$ cat src/rtl/mdio_pkg.sv
// Shared types and field widths for the Clause 22 MDIO responder.
// Optional build macro: MDIO_RESPONDER_PREAMBLE_SUPPRESSION_EN.
package mdio_pkg;

    typedef enum logic [2:0] {
        IDLE,
        ST,
        OP,
        PHYAD,
        REGAD,
        TA,
        RD_DATA,
        WR_DATA
    } mdio_state_t;

    localparam logic [1:0] OP_READ  = 2'b10;
    localparam logic [1:0] OP_WRITE = 2'b01;

    localparam int PREAMBLE_LEN = 32;
    localparam int ADDR_W       = 5;
    localparam int DATA_W       = 16;

endpackage

$ cat src/rtl/mdio_sync.sv
// Brings MDC and MDIO into the sys_clk domain and flags MDC rising edges.
// MDIO shares the same synchronizer depth, so it lines up with the edge strobe.
module mdio_sync (
    input  logic i_clk,
    input  logic i_rst,
    input  logic i_mdc,
    input  logic i_mdio,
    output logic o_mdc_rise,
    output logic o_mdio
);

    logic [1:0] r_mdc_sync;
    logic [1:0] r_mdio_sync;
    logic       r_mdc_prev;

    always_ff @(posedge i_clk or posedge i_rst) begin
        if (i_rst) begin
            r_mdc_sync  <= 2'b00;
            r_mdio_sync <= 2'b11;
            r_mdc_prev  <= 1'b0;
        end else begin
            r_mdc_sync  <= {r_mdc_sync[0], i_mdc};
            r_mdio_sync <= {r_mdio_sync[0], i_mdio};
            r_mdc_prev  <= r_mdc_sync[1];
        end
    end

    assign o_mdc_rise = r_mdc_sync[1] & ~r_mdc_prev;
    assign o_mdio     = r_mdio_sync[1];

endmodule

$ cat src/rtl/mdio_responder.sv
// Clause 22 MDIO responder: frame decoder, small register file, read driver.
// Optional build macro: MDIO_RESPONDER_PREAMBLE_SUPPRESSION_EN (short/absent preamble).
//
// state   | meaning
// IDLE    | counting preamble ones, waiting for the ST 0 bit
// ST      | expecting the ST 1 bit
// OP      | collecting the 2 opcode bits
// PHYAD   | collecting the 5 PHY address bits
// REGAD   | collecting the 5 register address bits
// TA      | turnaround; a matching read starts driving on the 2nd bit
// RD_DATA | shifting out 16 read data bits (or idling through them)
// WR_DATA | collecting 16 write data bits
module mdio_responder
    import mdio_pkg::*;
#(
    parameter logic [ADDR_W-1:0] PHY_ADDR = 5'd1,
    parameter logic [DATA_W-1:0] PHY_ID1  = 16'h0022,
    parameter logic [DATA_W-1:0] PHY_ID2  = 16'h1622
) (
    input  logic              sys_clk,
    input  logic              rst,
    input  logic              mdc,
    input  logic              mdio_i,
    output logic              mdio_o,
    output logic              mdio_t,
    output logic              wr_valid,
    output logic [ADDR_W-1:0] wr_addr,
    output logic [DATA_W-1:0] wr_data
);

    logic              w_rise;
    logic              w_mdio;
    logic              w_pre_ok;
    logic              w_frame_end;
    logic              w_wr_fire;
    logic [1:0]        w_op;
    logic [DATA_W-1:0] w_rd_data;
    logic [DATA_W-1:0] w_wr_word;
    mdio_state_t       w_next;

    mdio_state_t       r_state;
    logic [4:0]        r_bit_cnt;
    logic [5:0]        r_pre_cnt;
    logic [1:0]        r_op;
    logic [3:0]        r_phyad;
    logic [ADDR_W-1:0] r_regad;
    logic [DATA_W-1:0] r_shift;
    logic              r_match;
    logic [DATA_W-1:0] r_regs [16];
`ifdef MDIO_RESPONDER_PREAMBLE_SUPPRESSION_EN
    logic              r_after_frame;
`endif

    mdio_sync u_sync (
        .i_clk      (sys_clk),
        .i_rst      (rst),
        .i_mdc      (mdc),
        .i_mdio     (mdio_i),
        .o_mdc_rise (w_rise),
        .o_mdio     (w_mdio)
    );

`ifdef MDIO_RESPONDER_PREAMBLE_SUPPRESSION_EN
    assign w_pre_ok = (r_pre_cnt != 6'd0) || r_after_frame;
`else
    assign w_pre_ok = (r_pre_cnt >= 6'(PREAMBLE_LEN));
`endif

    assign w_op        = {r_op[0], w_mdio};
    assign w_wr_word   = {r_shift[DATA_W-2:0], w_mdio};
    assign w_frame_end = w_rise && (r_state == RD_DATA || r_state == WR_DATA)
                         && (r_bit_cnt == 5'd15);
    // Registers 2/3 are the read-only IDs and 16-31 are unimplemented.
    assign w_wr_fire   = w_frame_end && (r_state == WR_DATA) && r_match
                         && !r_regad[4] && (r_regad[3:1] != 3'b001);

    always_comb begin
        w_rd_data = '0;
        if (r_regad == 5'd2)
            w_rd_data = PHY_ID1;
        else if (r_regad == 5'd3)
            w_rd_data = PHY_ID2;
        else if (!r_regad[4])
            w_rd_data = r_regs[r_regad[3:0]];
    end

    always_comb begin
        w_next = r_state;
        if (w_rise) begin
            case (r_state)
                IDLE:    if (!w_mdio && w_pre_ok) w_next = ST;
                ST:      w_next = w_mdio ? OP : IDLE;
                OP:      if (r_bit_cnt == 5'd1)
                             w_next = (w_op == OP_READ || w_op == OP_WRITE) ? PHYAD : IDLE;
                PHYAD:   if (r_bit_cnt == 5'd4) w_next = REGAD;
                REGAD:   if (r_bit_cnt == 5'd4) w_next = TA;
                TA:      if (r_bit_cnt == 5'd1)
                             w_next = (r_op == OP_READ) ? RD_DATA : WR_DATA;
                RD_DATA: if (r_bit_cnt == 5'd15) w_next = IDLE;
                WR_DATA: if (r_bit_cnt == 5'd15) w_next = IDLE;
                default: w_next = IDLE;
            endcase
        end
    end

    always_ff @(posedge sys_clk or posedge rst) begin
        if (rst) begin
            r_state   <= IDLE;
            r_bit_cnt <= '0;
            r_pre_cnt <= '0;
            r_op      <= '0;
            r_phyad   <= '0;
            r_regad   <= '0;
            r_shift   <= '0;
            r_match   <= 1'b0;
            mdio_o    <= 1'b0;
            mdio_t    <= 1'b1;
            wr_valid  <= 1'b0;
            wr_addr   <= '0;
            wr_data   <= '0;
`ifdef MDIO_RESPONDER_PREAMBLE_SUPPRESSION_EN
            r_after_frame <= 1'b0;
`endif
        end else begin
            wr_valid <= 1'b0;
            if (w_rise) begin
                r_state   <= w_next;
                r_bit_cnt <= (w_next != r_state || r_state == IDLE) ? 5'd0 : r_bit_cnt + 5'd1;
                case (r_state)
                    IDLE: begin
                        if (!w_mdio)
                            r_pre_cnt <= '0;
                        else if (r_pre_cnt != 6'h3F)
                            r_pre_cnt <= r_pre_cnt + 6'd1;
                    end
                    OP:    r_op    <= w_op;
                    PHYAD: begin
                        r_phyad <= {r_phyad[2:0], w_mdio};
                        if (r_bit_cnt == 5'd4)
                            r_match <= ({r_phyad, w_mdio} == PHY_ADDR);
                    end
                    REGAD: r_regad <= {r_regad[3:0], w_mdio};
                    TA: begin
                        if (r_op == OP_READ && r_match) begin
                            if (r_bit_cnt == 5'd0) begin
                                mdio_t <= 1'b0;
                                mdio_o <= 1'b0;
                            end else begin
                                mdio_o  <= w_rd_data[DATA_W-1];
                                r_shift <= {w_rd_data[DATA_W-2:0], 1'b0};
                            end
                        end
                    end
                    RD_DATA: begin
                        if (r_bit_cnt == 5'd15) begin
                            mdio_t <= 1'b1;
                            mdio_o <= 1'b0;
                        end else begin
                            mdio_o  <= r_shift[DATA_W-1];
                            r_shift <= {r_shift[DATA_W-2:0], 1'b0};
                        end
                    end
                    WR_DATA: begin
                        r_shift <= w_wr_word;
                        if (r_bit_cnt == 5'd15 && r_match) begin
                            wr_valid <= 1'b1;
                            wr_addr  <= r_regad;
                            wr_data  <= w_wr_word;
                        end
                    end
                    default: ;
                endcase
`ifdef MDIO_RESPONDER_PREAMBLE_SUPPRESSION_EN
                if (w_frame_end)
                    r_after_frame <= 1'b1;
                else if (w_next == ST)
                    r_after_frame <= 1'b0;
`endif
            end
        end
    end

    always_ff @(posedge sys_clk or posedge rst) begin
        if (rst) begin
            for (int i = 0; i < 16; i++)
                r_regs[i] <= '0;
        end else if (w_wr_fire) begin
            r_regs[r_regad[3:0]] <= w_wr_word;
        end
    end

endmodule

$ cat config.mk
export PLATFORM = sky130hd
export DESIGN_NAME = mdio_responder
export DESIGN_NICKNAME = d
export VERILOG_FILES = /design/src/rtl/mdio_pkg.sv /design/src/rtl/mdio_sync.sv /design/src/rtl/mdio_responder.sv
export SDC_FILE = /design/constraint.sdc
export NUM_CORES = 1
export LEC_CHECK = 0
export CORE_MARGIN = 2
export CORE_UTILIZATION = 62
export DETAILED_ROUTE_END_ITERATION = 6
export PLACE_DENSITY = 0.86
export SLEW_MARGIN = 10
export SYNTH_ARGS = -nofsm -noshare
export SYNTH_HDL_FRONTEND = slang
export SYNTH_SLANG_ARGS = --single-unit
$ cat constraint.sdc
create_clock -name sys_clk -period 15.2 [get_ports sys_clk]
set_input_delay 3.04 -clock sys_clk [delete_from_list [all_inputs] [get_ports sys_clk]]
set_output_delay 3.04 -clock sys_clk [all_outputs]
set_load 0.02 [all_outputs]
; After elaboration in Yosys (flattened, before gate mapping)
; Cells that the tools add are included.
[totals]
input_bits = 4
register_bits = 327
[op_classes]
n_eq_ne = 25
mux = 38
n_bitwise = 3
add_sub_neg = 2
n_lt_le_gt_ge = 3
reduce_logical = 29
[op_table]
columns = operator, count
row1 = bitwise mux 256 bit, 1
row2 = two-way mux 16 bit, 9
row3 = binary-select mux 16 bit (select 4 bit), 1
row4 = demux 16 bit (select 4 bit), 1
row5 = case mux 16 bit (3 select lines), 1
row6 = two-way mux 3 bit, 7
row7 = case mux 3 bit (7 select lines), 1
row8 = "equality test 3 bit, second input constant", 4
row9 = two-way mux 6 bit, 2
row10 = AND reduction 3 bit, 4
row11 = "equality test 5 x 1 -> 1 bit, second input constant", 2
row12 = "equality test 5 x 2 -> 1 bit, second input constant", 2
row13 = logical AND 1 bit, 10
row14 = two-way mux 1 bit, 10
row15 = "inequality test 2 bit, second input constant", 5
row16 = AND reduction 5 bit, 2
row17 = "adder 6 x 1 -> 6 bit, second input constant", 1
row18 = "equality test 3 x 2 -> 1 bit, second input constant", 2
row19 = "greater-or-equal comparator 6 bit, second input constant", 1
row20 = "inequality test 6 bit, second input constant", 1
row21 = AND reduction 2 bit, 3
row22 = "adder 5 x 1 -> 5 bit, second input constant", 1
row23 = "equality test 5 x 3 -> 1 bit, second input constant", 1
row24 = "equality test 5 x 4 -> 1 bit, second input constant", 1
row25 = 21 further kinds, 27

; Longest topological paths before layout
[logic_depth]
word_depth = 10
ltp_mapped = 10

; Modules after synthesis
; A second synthesis with hierarchy kept.
[hier_totals]
hier_cells = 987
area_unflattened_um2 = 14317.5
[by_module_without_submodules]
columns = mod, area_per_inst_um2, cells_each, n_inst, seq_area_each_um2
row1 = mdio_responder, 14172.3, 980, 1, 7808.7
row2 = mdio_sync, 145.1, 7, 1, 127.6

; Worst setup path after synthesis
; No wires, ideal clock.
[synth_path]
path_kind = reg-to-output
startpoint = register mdio_t
endpoint = output port mdio_t
arrival_ns = 0.563
path_stages_with_launch = 1
path_buffers = 0
setup_slack_ns = 11.597
t_required_ns = 12.160
path_cell_list = dfstp_2
[synth_rtl]
columns = element, line_no
row1 = "start, declared", mdio_responder.sv:25  ; output logic mdio_t,
row2 = "start signal, assigned", mdio_responder.sv:117  ; mdio_t <= 1'b1;
row3 = "start signal, assigned", mdio_responder.sv:146  ; mdio_t <= 1'b0;
row4 = "start signal, assigned", mdio_responder.sv:156  ; mdio_t <= 1'b1;
; No word-level cell between the ends.

==> flow_summary.yaml <==
synthesis:
  synth_edf_count: 0
  ys.flop_type: "dfrtp_1"
  synth_area_um2: 14500
  ys_warn_count: 0
  synth_top_area_share_pct: 54.1
  ys_types: 69
  synth_nets: 1054
  syn_avg_cell_area_um2: 13.9
  yosysSeqAreaShare_pct: 54.7
  synth_top_area_cell: "dfrtp_1"
  synth_cells: 1044
  synth_seq_cells: 317
  async_flop_share_pct: 100
  synth_area_leaders: "dfrtp_1 54%, mux2_2 18%, mux4_2 7.6%"
outcome:
  status: "finished clean"
run:
  drv_cap: 0
clocking:
  post_cts_buffers: 0
  clkTransAtPathRegs_ns: 0.06
  cts_tree: "done"
  cts_resized: 0
  numCtsBuffers: 31
  cts_hold_buf: 0
  ctsHtreeMaxLevel: 1
  cts_root_buf: "clkbuf_16"
  insertion_delay_ns: 0.56
  cts.sinks: 317
  cts_buffer_depth: 3
timing:
  period_needed_ns: 5.22
  hold_viol_final: 0
  tightest_slew_ns: 1.16
  fmax_mhz: 191
  slew_headroom_pct: 22.4
  fin_setup_tns_ns: 0
  rsz0062_at_grt: "no"
  fin_skew_ns: 0.0112
  finalSetupViolations: 0
  fin_crit_sh_pct: 34.4
  slew_viol_final: 0
die:
  core_area_um2: 23300
  rows: 56
  die_width_um: 157
  die_h_um: 157
  design.die.area_um2: 24700
  num_io_pins: 28
  start_util_pct: 62.4
grt:
  grt_use_total_pct: 27.3
  globalRoute.totalOverflow: 0
  grt_pass1_wl_um: 51600
  grt_max_degree: 112
  antenna_found_initial: 0
  grt_pass1_vias: 9246
setup_path:
  critPathLaunchType: "primary input"
  worst-endpoint-required_ns: 15.80
  crit_type: "primary input to asynchronous set/reset pin"
  r2r_slack_ns: 11.03
  critPathArrivalTime_ns: 5.82
  path_max_fanout: 111
  critPathCaptureType: "asynchronous set/reset pin"
finish:
  utilization_pct: 67.9
  diodes: 0
  drive_gt1_share_pct: 35.9
  area_growth_syn_to_layout_pct: 8.78
  nNetsFinal: 1036
power_and_ir_drop:
  peakVddDrop_mv: 0.0916
  clockPowerShare_pct: 45.7
  switchingPower_mw: 0.339
  seq_power_share_pct: 52.9
  sw_frac_of_total_pct: 21.1
  p_leak_nw: 7.58
  p_per_area_nw_per_um2: 102
  internal_power_mw: 1.27
  combinationalPowerShare_pct: 1.5
placed_design:
  dp_hpwl_um: 18100
  portBuffers: 27
  gp_congestion: 0.859
detailed_routing:
  routed_wl_um: 31700
  wl_per_cell_um: 23.2
  num_vias: 8614
  ant_nets: 0
  drt_iter0_markers: 698
  route.detailed.drc: 0
  via_per_inst: 6.30
  drt_pass1_iterations: 5
hold_path:
  hold_path_class: "flop to flop"
-- final timing paths --
| kind | from | end | cells after the start |
|---|---|---|---|
| worst max-delay path | rst | r_regs[16] | 4 |
| worst min-delay path | u_sync.r_mdc_sync[0] | u_sync.r_mdc_sync[1] | 0 |
| worst max register to register | r_bit_cnt[0] | r_regs[40] | 10 |
| worst min register to register | u_sync.r_mdc_sync[0] | u_sync.r_mdc_sync[1] | 0 |
| max in group sys_clk | mdio_t | mdio_t | 1 |
| min in group asynchronous | rst | r_regs[244] | 2 |
-- per-stage QoR --
stage / power, mW / hold slack [ns] / instance area, um^2 / cells / setup slack (ns)
floorplan: 0.881 / 0.331 / 14500 / 1044 / 3.39
global placement: 0.888 / 0.335 / 14800 / 1312 / 9.24
detailed placement: 0.889 / 0.345 / 14800 / 1312 / 9.21
CTS: 1.62 / 0.366 / 15800 / 1368 / 9.79
global route: 1.66 / 0.368 / 15800 / 1368 / 9.45
finish: 1.61 / 0.360 / 15800 / 1368 / 9.98
-- layout make-up --
class	count	area (um^2)
fillers	1594	7470
clock buffers	47	886
well taps	319	399
inverters	14	60.1
multi-input cells	619	6040
flip-flops and latches	317	7940
repair buffers	43	390
clock inverters	9	76.3
-- kinds of logic (layout without fill, tap and decap cells) --
| group | count (synthesis) | count (layout) | synth area share (%) |
|---|---|---|---|
| simple gates | 215 | 215 | 7.11 |
| fa+ha+maj | 6 | 6 | 0.517 |
| mux | 309 | 309 | 29.8 |
| buf+inv | 108 | 113 | 3.86 |
| flops | 317 | 317 | 54.7 |
| xor+xnor | 4 | 4 | 0.241 |
| compound gates | 85 | 85 | 3.86 |
-- routing by layer --
metal / wire length [um] / global-route usage [%]
met1: 13000 / 37.1
met2: 15700 / 44.9
met3: 1970 / 5.20
met4: 996 / 9.26
met5: 0 / 0
-- registers in the layout, indices dropped and copies added, names as in the netlist, 3 cells and up --
register / cells
wr_data: 16
r_shift: 16
r_pre_cnt: 6
r_state: 3
r_phyad: 4
r_bit_cnt: 5
r_regad: 5
wr_addr: 5
r_regs: 246
-- synth_stat cells (all sizes together), types with 2 or more instances --
cell / count
dfrtp: 314
mux2: 234
nand2: 109
mux4: 69
clkbuf: 54
buf: 39
nor2: 38
a21oi: 26
o21ai: 21
nand3: 17
inv: 14
and3: 12
nor3: 9
nand4: 8
a22oi: 7
ha: 6
mux2i: 6
nor2b: 4
a221oi: 3
a31o: 3
dfstp: 3
nand2b: 3
nor4: 3
o22ai: 3
o31ai: 3
xor2: 3
a31oi: 2
nand3b: 2
nor3b: 2
o2111ai: 2
o211ai: 2
or3: 2
-- cell usage in the layout, fill, tap and decap left out, types with 11 or more instances in the layout --
cell type        synthesis  layout
dfrtp_1                314     312
mux4_1                  18      18
nand3_1                 16      16
and3_1                  12      12
mux2_2                 234     234
clkbuf_1                53      11
o21ai_0                 20      20
nor2_1                  34      34
clkdlybuf4s50_1          0      27
nand2_1                108     108
inv_1                   12      11
a21oi_1                 26      26
buf_4                    7      16
clkbuf_16                0      31
mux4_2                  49      49
-- worst max-delay path: stages --
cell,delay [ns]
clkdlybuf4s50_1,0.49
inv_8,0.56
buf_4,0.86
buf_4,0.77
-- power by group through the flow --
stage | Combinational, mW | Sequential (mW) | Clock (mW)
detailed placement | 0.0247 | 0.864 | 0
CTS | 0.0247 | 0.849 | 0.743
global route | 0.0279 | 0.849 | 0.781
finish | 0.0233 | 0.849 | 0.733
floorplan | 0.0180 | 0.863 | 0
global placement | 0.0242 | 0.864 | 0
No activity file was read; power rests on OpenSTA's default activity.
